`src/rtl/bram_rd_pkg.sv`:
```
// -----------------------------------------------------------------------------
// bram_rd_pkg
// Shared definitions for the BRAM stream reader:
//   state_e      : transfer FSM encoding (IDLE, RUN, DONE)
//   BUF_DEPTH    : entries in the output skid buffer
//   CREDIT_LIMIT : reads allowed to be buffered or in flight at once
// -----------------------------------------------------------------------------
package bram_rd_pkg;

    typedef enum logic [1:0] {
        ST_IDLE = 2'd0,
        ST_RUN  = 2'd1,
        ST_DONE = 2'd2
    } state_e;

    localparam int BUF_DEPTH    = 2;

    // Every issued read must have a buffer slot waiting for it, so the credit
    // limit equals the buffer depth.
    localparam int CREDIT_LIMIT = BUF_DEPTH;

endpackage

```
`src/rtl/bram_rd_skid_buf.sv`:
```
// -----------------------------------------------------------------------------
// bram_rd_skid_buf
// Two-entry FIFO of {data, last} between the BRAM read pipe and the stream.
// Ports:
//   clk, rst   : clock, asynchronous active-high reset
//   push       : write push_data/push_last this cycle (BRAM data is valid)
//   push_data  : BRAM read data
//   push_last  : word is the final one of the transfer
//   pop        : head entry is consumed this cycle (stream handshake)
//   count      : current occupancy, 0..2
//   head_data  : oldest entry data
//   head_last  : oldest entry last flag
// -----------------------------------------------------------------------------
module bram_rd_skid_buf
    import bram_rd_pkg::*;
#(
    parameter int DATA_WIDTH = 8
) (
    input  logic                  clk,
    input  logic                  rst,
    input  logic                  push,
    input  logic [DATA_WIDTH-1:0] push_data,
    input  logic                  push_last,
    input  logic                  pop,
    output logic [1:0]            count,
    output logic [DATA_WIDTH-1:0] head_data,
    output logic                  head_last
);

    // Depth is fixed at two, so a single bit addresses an entry.
    logic [DATA_WIDTH-1:0] data_q [BUF_DEPTH];
    logic [DATA_WIDTH-1:0] data_d [BUF_DEPTH];
    logic                  last_q [BUF_DEPTH];
    logic                  last_d [BUF_DEPTH];
    logic                  wr_ptr_q, wr_ptr_d;
    logic                  rd_ptr_q, rd_ptr_d;
    logic [1:0]            count_q,  count_d;

    // NOTE: every signal written here gets its default first; a path that
    // skips an assignment would otherwise infer a latch.
    always_comb begin
        data_d   = data_q;
        last_d   = last_q;
        wr_ptr_d = wr_ptr_q;
        rd_ptr_d = rd_ptr_q;
        count_d  = count_q + {1'b0, push} - {1'b0, pop};
        if (push) begin
            data_d[wr_ptr_q] = push_data;
            last_d[wr_ptr_q] = push_last;
            wr_ptr_d         = ~wr_ptr_q;
        end
        if (pop) begin
            rd_ptr_d = ~rd_ptr_q;
        end
    end

    // NOTE: state is updated with non-blocking assignments only, so every
    // flop samples the values from before the edge regardless of order.
    always_ff @(posedge clk or posedge rst) begin
        if (rst) begin
            // NOTE: the storage is reset as well because the head entry drives
            // the stream data output directly, which must read 0 in reset.
            for (int i = 0; i < BUF_DEPTH; i++) begin
                data_q[i] <= '0;
                last_q[i] <= 1'b0;
            end
            wr_ptr_q <= 1'b0;
            rd_ptr_q <= 1'b0;
            count_q  <= '0;
        end else begin
            data_q   <= data_d;
            last_q   <= last_d;
            wr_ptr_q <= wr_ptr_d;
            rd_ptr_q <= rd_ptr_d;
            count_q  <= count_d;
        end
    end

    assign count     = count_q;
    assign head_data = data_q[rd_ptr_q];
    assign head_last = last_q[rd_ptr_q];

    // The issue rule never lets a read land in a full buffer, with or without
    // a pop in the same cycle.
    a_no_overflow : assert property (@(posedge clk) disable iff (rst)
        !(push && (count_q == 2'(BUF_DEPTH))));

endmodule

```
`src/rtl/bram_stream_reader.sv`:
```
// -----------------------------------------------------------------------------
// bram_stream_reader
// Reads `length` consecutive words from a registered-output BRAM port starting
// at `base_addr` and presents them on a valid/ready stream with a last flag.
// Ports:
//   clk, rst            : clock, asynchronous active-high reset
//   start               : command strobe, honoured only while busy is low
//   base_addr, length   : transfer descriptor captured on an accepted start
//   busy, done          : busy from accepted start through the done pulse
//   ram_addr, ram_we,
//   ram_re, ram_rdata   : BRAM port (1-cycle read latency, read-only use)
//   m_data, m_valid,
//   m_ready, m_last     : output stream
// -----------------------------------------------------------------------------
module bram_stream_reader
    import bram_rd_pkg::*;
#(
    parameter int ADDR_WIDTH = 10,
    parameter int DATA_WIDTH = 8
) (
    input  logic                  clk,
    input  logic                  rst,
    input  logic                  start,
    input  logic [ADDR_WIDTH-1:0] base_addr,
    input  logic [ADDR_WIDTH:0]   length,
    output logic                  busy,
    output logic                  done,
    output logic [ADDR_WIDTH-1:0] ram_addr,
    output logic                  ram_we,
    output logic                  ram_re,
    input  logic [DATA_WIDTH-1:0] ram_rdata,
    output logic [DATA_WIDTH-1:0] m_data,
    output logic                  m_valid,
    input  logic                  m_ready,
    output logic                  m_last
);

    localparam logic [ADDR_WIDTH-1:0] ADDR_ONE = {{(ADDR_WIDTH-1){1'b0}}, 1'b1};
    localparam logic [ADDR_WIDTH:0]   CNT_ONE  = {{ADDR_WIDTH{1'b0}}, 1'b1};

    state_e                state_q,        state_d;
    logic                  busy_q,         busy_d;
    logic                  done_q,         done_d;
    logic [ADDR_WIDTH-1:0] ram_addr_q,     ram_addr_d;
    logic [ADDR_WIDTH:0]   issue_left_q,   issue_left_d;
    logic [ADDR_WIDTH:0]   beats_left_q,   beats_left_d;
    logic                  in_flight_q,    in_flight_d;
    logic                  in_flight_last_q, in_flight_last_d;

    logic [1:0]            buf_count;
    logic [DATA_WIDTH-1:0] head_data;
    logic                  head_last;
    logic                  pop;
    logic [1:0]            committed;

    assign m_valid = (buf_count != 2'd0);
    assign pop     = m_valid && m_ready;

    // Words that will occupy the buffer after this cycle's pop. Counting the
    // slot freed by a pop in the same cycle is what sustains one beat per
    // cycle through a two-entry buffer.
    assign committed = buf_count - {1'b0, pop} + {1'b0, in_flight_q};

    // ram_addr already holds the next address, so a read is issued simply by
    // raising ram_re while credit remains.
    assign ram_re = (state_q == ST_RUN) && (issue_left_q != '0) &&
                    (committed < 2'(CREDIT_LIMIT));

    always_comb begin
        state_d          = state_q;
        busy_d           = busy_q;
        done_d           = 1'b0;
        ram_addr_d       = ram_addr_q;
        issue_left_d     = issue_left_q;
        beats_left_d     = beats_left_q;
        in_flight_d      = ram_re;
        in_flight_last_d = ram_re && (issue_left_q == CNT_ONE);

        case (state_q)
            ST_IDLE: begin
                if (start) begin
                    busy_d       = 1'b1;
                    ram_addr_d   = base_addr;
                    issue_left_d = length;
                    beats_left_d = length;
                    if (length == '0) begin
                        state_d = ST_DONE;
                        done_d  = 1'b1;
                    end else begin
                        state_d = ST_RUN;
                    end
                end
            end
            ST_RUN: begin
                if (ram_re) begin
                    // Wrapping past the top address is intended.
                    ram_addr_d   = ram_addr_q + ADDR_ONE;
                    issue_left_d = issue_left_q - CNT_ONE;
                end
                if (pop) begin
                    beats_left_d = beats_left_q - CNT_ONE;
                    if (beats_left_q == CNT_ONE) begin
                        state_d = ST_DONE;
                        done_d  = 1'b1;
                    end
                end
            end
            ST_DONE: begin
                state_d = ST_IDLE;
                busy_d  = 1'b0;
            end
            default: begin
                state_d = ST_IDLE;
                busy_d  = 1'b0;
            end
        endcase
    end

    always_ff @(posedge clk or posedge rst) begin
        if (rst) begin
            state_q          <= ST_IDLE;
            busy_q           <= 1'b0;
            done_q           <= 1'b0;
            ram_addr_q       <= '0;
            issue_left_q     <= '0;
            beats_left_q     <= '0;
            in_flight_q      <= 1'b0;
            in_flight_last_q <= 1'b0;
        end else begin
            state_q          <= state_d;
            busy_q           <= busy_d;
            done_q           <= done_d;
            ram_addr_q       <= ram_addr_d;
            issue_left_q     <= issue_left_d;
            beats_left_q     <= beats_left_d;
            in_flight_q      <= in_flight_d;
            in_flight_last_q <= in_flight_last_d;
        end
    end

    // The read issued last cycle is on ram_rdata now; capture it.
    bram_rd_skid_buf #(
        .DATA_WIDTH (DATA_WIDTH)
    ) u_skid_buf (
        .clk       (clk),
        .rst       (rst),
        .push      (in_flight_q),
        .push_data (ram_rdata),
        .push_last (in_flight_last_q),
        .pop       (pop),
        .count     (buf_count),
        .head_data (head_data),
        .head_last (head_last)
    );

    assign busy     = busy_q;
    assign done     = done_q;
    assign ram_addr = ram_addr_q;
    assign ram_we   = 1'b0;
    assign m_data   = head_data;
    // Stale entries may carry an old last flag; only a valid head counts.
    assign m_last   = m_valid && head_last;

endmodule

```
`config.mk`:
```
export PLATFORM = sky130hd
export DESIGN_NAME = bram_stream_reader
export DESIGN_NICKNAME = d
export VERILOG_FILES = /design/src/rtl/bram_rd_pkg.sv /design/src/rtl/bram_rd_skid_buf.sv /design/src/rtl/bram_stream_reader.sv
export SDC_FILE = /design/constraint.sdc
export NUM_CORES = 1
export LEC_CHECK = 0
export ABC_AREA = 1
export BUFFER_PORTS_ARGS = -buffer_cell sky130_fd_sc_hd__buf_4
export CORE_AREA = 10 10 88 90
export DETAILED_ROUTE_END_ITERATION = 16
export DIE_AREA = 0 0 98 100
export GPL_TIMING_DRIVEN = 0
export PLACE_DENSITY = 0.84
export SLEW_MARGIN = 20
export SYNTH_ARGS = -nofsm -noshare
export SYNTH_HDL_FRONTEND = slang
export SYNTH_SLANG_ARGS = --single-unit
```
`constraint.sdc`:
```
create_clock -name clk -period 5.3 [get_ports clk]
set_input_delay 0.795 -clock clk [delete_from_list [all_inputs] [get_ports clk]]
set_output_delay 0.795 -clock clk [all_outputs]
set_load 0.03 [all_outputs]
```
==> results.toml <==
[floorplanning]
core_mm2 = 0.00613
initial_core_util_pct = 56.8
die_area_mm2 = 0.00980
pin_count = 57
die_h_um = 100
num_rows = 29
fp.dieW_um = 98

[timing]
slew_headroom_pct = 60.0
worstMarginPinSlew_ns = 0.600
hold_viol = 0
hold_slack_ns = 0.324
clock_skew_ns = 0.00743
setup_tns_ns = 0
clock.fmax_mhz = 341
rsz0062_at_grt = "false"
setup_viol = 0
fin_ws_ns = 2.37
finalCritPeriodShare_pct = 55.3
slew_viol_final = 0
final.min_clock_period_ns = 2.93

[worst_hold_path]
min_path_type = "input port to async pin"

[power_and_ir_drop]
p_per_area_mw_per_mm2 = 694
irDropWorstVdd_mv = 0.463
p_leak_nw = 2.29

[synth]
yosys_register_bits = 60
synth_area_mm2 = 0.00348
syn-mean-instance-area_um2 = 6.97
synth_cell_type_count = 34
netlist_instances = 500
synth_warnings = 0
yosysSeqAreaShare_pct = 43.1
synth_fp_nets = 539

[route]
viasPerCell = 5.40
wirelength_um = 9170
drt.antenna.violating_nets = 0
drt_iter0_markers = 319
drc = 0
first_pass_iters = 5
routedWlPerCell_um = 14.1
vias = 3505

[cells_and_area]
post-route-cell-area_mm2 = 0.00425
fillers = 507
antenna_cells = 0
final_common_cell = "nand2_1"
drive_gt1_share_pct = 17.3
mostFrequentLayoutCells = "nand2_1, dfrtp_1, buf_4"
syn_to_final_growth_pct = 21.8
nNetsFinal = 606

[clock_tree]
clk_path_buf_depth = 2
cts_hold_buf = 0
cts_tree = "done"
clock_latency_ns = 0.33
clk_pin_slew_ns = 0.07
cts_root_buf = "clkbuf_8"
clock_sinks = 60
post_cts_buffers = 0
htreeDepth = 3
numCtsBuffers = 9
cts-resized-gates = 0

[setup_path]
cp-end-kind = "primary output"
worstPathRequired_ns = 4.51
startpoint_type = "input port"
path_max_fanout = 4
path_class = "input port to primary output"
cp_data_arrival_time_ns = 2.13

[placement]
pre_cts_slack_ns = 2.37
dp_hpwl_um = 6650
place.gp.congestion = 1.01
dpl_cell_area_mm2 = 0.00402
port_buffers = 55

[global_routing]
antenna_found_initial = 0
grt_pass1_vias = 3365
grt.total_usage_pct = 18.8
grt_first_pass_wirelength_um = 15600
overflow = 0
grt_max_degree = 60

[job]
cap_violations = 0

[outcome]
status = "finished clean"
power by group:
group | switching, W | leakage [nW] | total (W) | internal (W)
registers | 0.000189 | 0.743 | 0.000867 | 0.000678
clock network | 0.000176 | 0.112 | 0.000444 | 0.000268
logic | 0.00108 | 1.43 | 0.00164 | 0.000560
layer usage:
layer	track usage [%]	part of all wire, %
met1	23.2	43
met2	31.0	49
met3	4.12	6.0
met4	7.83	2.0
met5	0	0
critical path, stage by stage:
cell and delay (ns):
buf_4 0.09, inv_2 0.04, nor2_2 0.27, nand2_1 0.08
o21ai_0 0.10, ha_1 0.20, nand2_1 0.06, nand2_1 0.10
nand3_2 0.14, inv_1 0.10, buf_4 0.16
cell type report:
class	count	area (um^2)	area share, %
plain buffers	15	91.3	2.15
inverters	52	198	4.66
multi-input cells	373	1700	40.0
well taps	77	96.3	2.27
flip-flops and latches	60	1500	35.4
repair buffers	56	440	10.4
clock inverters	3	42.5	1.00
clock buffers	13	179	4.21
kinds of logic (layout without fill, tap and decap cells):
kind of cell / count (synthesis) / in the layout / synth area share [%]
other cells: 1 / 1 / 0.108
simple gates: 288 / 288 / 33.9
compound gates: 74 / 74 / 11.5
buf+inv: 67 / 139 / 8.22
fa+ha+maj: 6 / 6 / 2.15
xor+xnor: 4 / 4 / 1.01
flops: 60 / 60 / 43.1
final timing paths:
kind / from / endpoint / slack [ns] / cells past startpoint
worst max register to register: u_skid_buf.count[1] / issue_left_q[10] / 3.22 / 14
min in group clk: u_skid_buf.data_q[4] / u_skid_buf.data_q[4] / 0.49 / 2
worst min register to register: u_skid_buf.data_q[4] / u_skid_buf.data_q[4] / 0.49 / 2
worst max-delay path: m_ready / ram_re / 2.37 / 11
worst min-delay path: rst / ram_addr[4] / 0.32 / 2
max in group asynchronous: rst / u_skid_buf.data_q[7] / 4.50 / 3
synth_stat cells, drive strengths merged:
library cell  count  area share [%]
nor3              1            0.14
nand2           198              22
a31oi             1            0.18
clkinv            1            0.11
nand3b            2            0.43
dfrtp            60              43
o21bai            2            0.43
nor2             47             5.1
a21oi            15             2.3
nand3            31             4.6
nor4              1            0.18
clkbuf            6            0.65
conb              1            0.11
inv              51             5.5
o31ai             2            0.43
xor2              3            0.75
xnor2             1            0.25
or3               1            0.18
buf               9             2.0
or2               1            0.18
a21boi            2            0.75
nand4             5            0.90
o21ai            52             7.5
and2              1            0.18
ha                6             2.2
state kept, by name (all words and copies together), names as in the netlist:
| name | cells |
|---|---|
| state_q | 2 |
| u_skid_buf.last_q | 2 |
| ram_addr | 10 |
| beats_left_q | 11 |
| u_skid_buf.wr_ptr_q | 1 |
| u_skid_buf.count | 2 |
| in_flight_q | 1 |
| u_skid_buf.rd_ptr_q | 1 |
| u_skid_buf.data_q | 16 |
| done | 1 |
| in_flight_last_q | 1 |
| busy | 1 |
| issue_left_q | 11 |
stage by stage:
stage	power (W)	util, %	cells
after floorplan	0.00199	-	500
after global placement	0.00243	65.1	632
after detailed placement	0.00249	65.6	633
after CTS	0.00294	69.2	649
after global routing	0.00321	69.2	649
final	0.00295	69.2	649
Note: power is estimated with default switching activity, not from simulation.
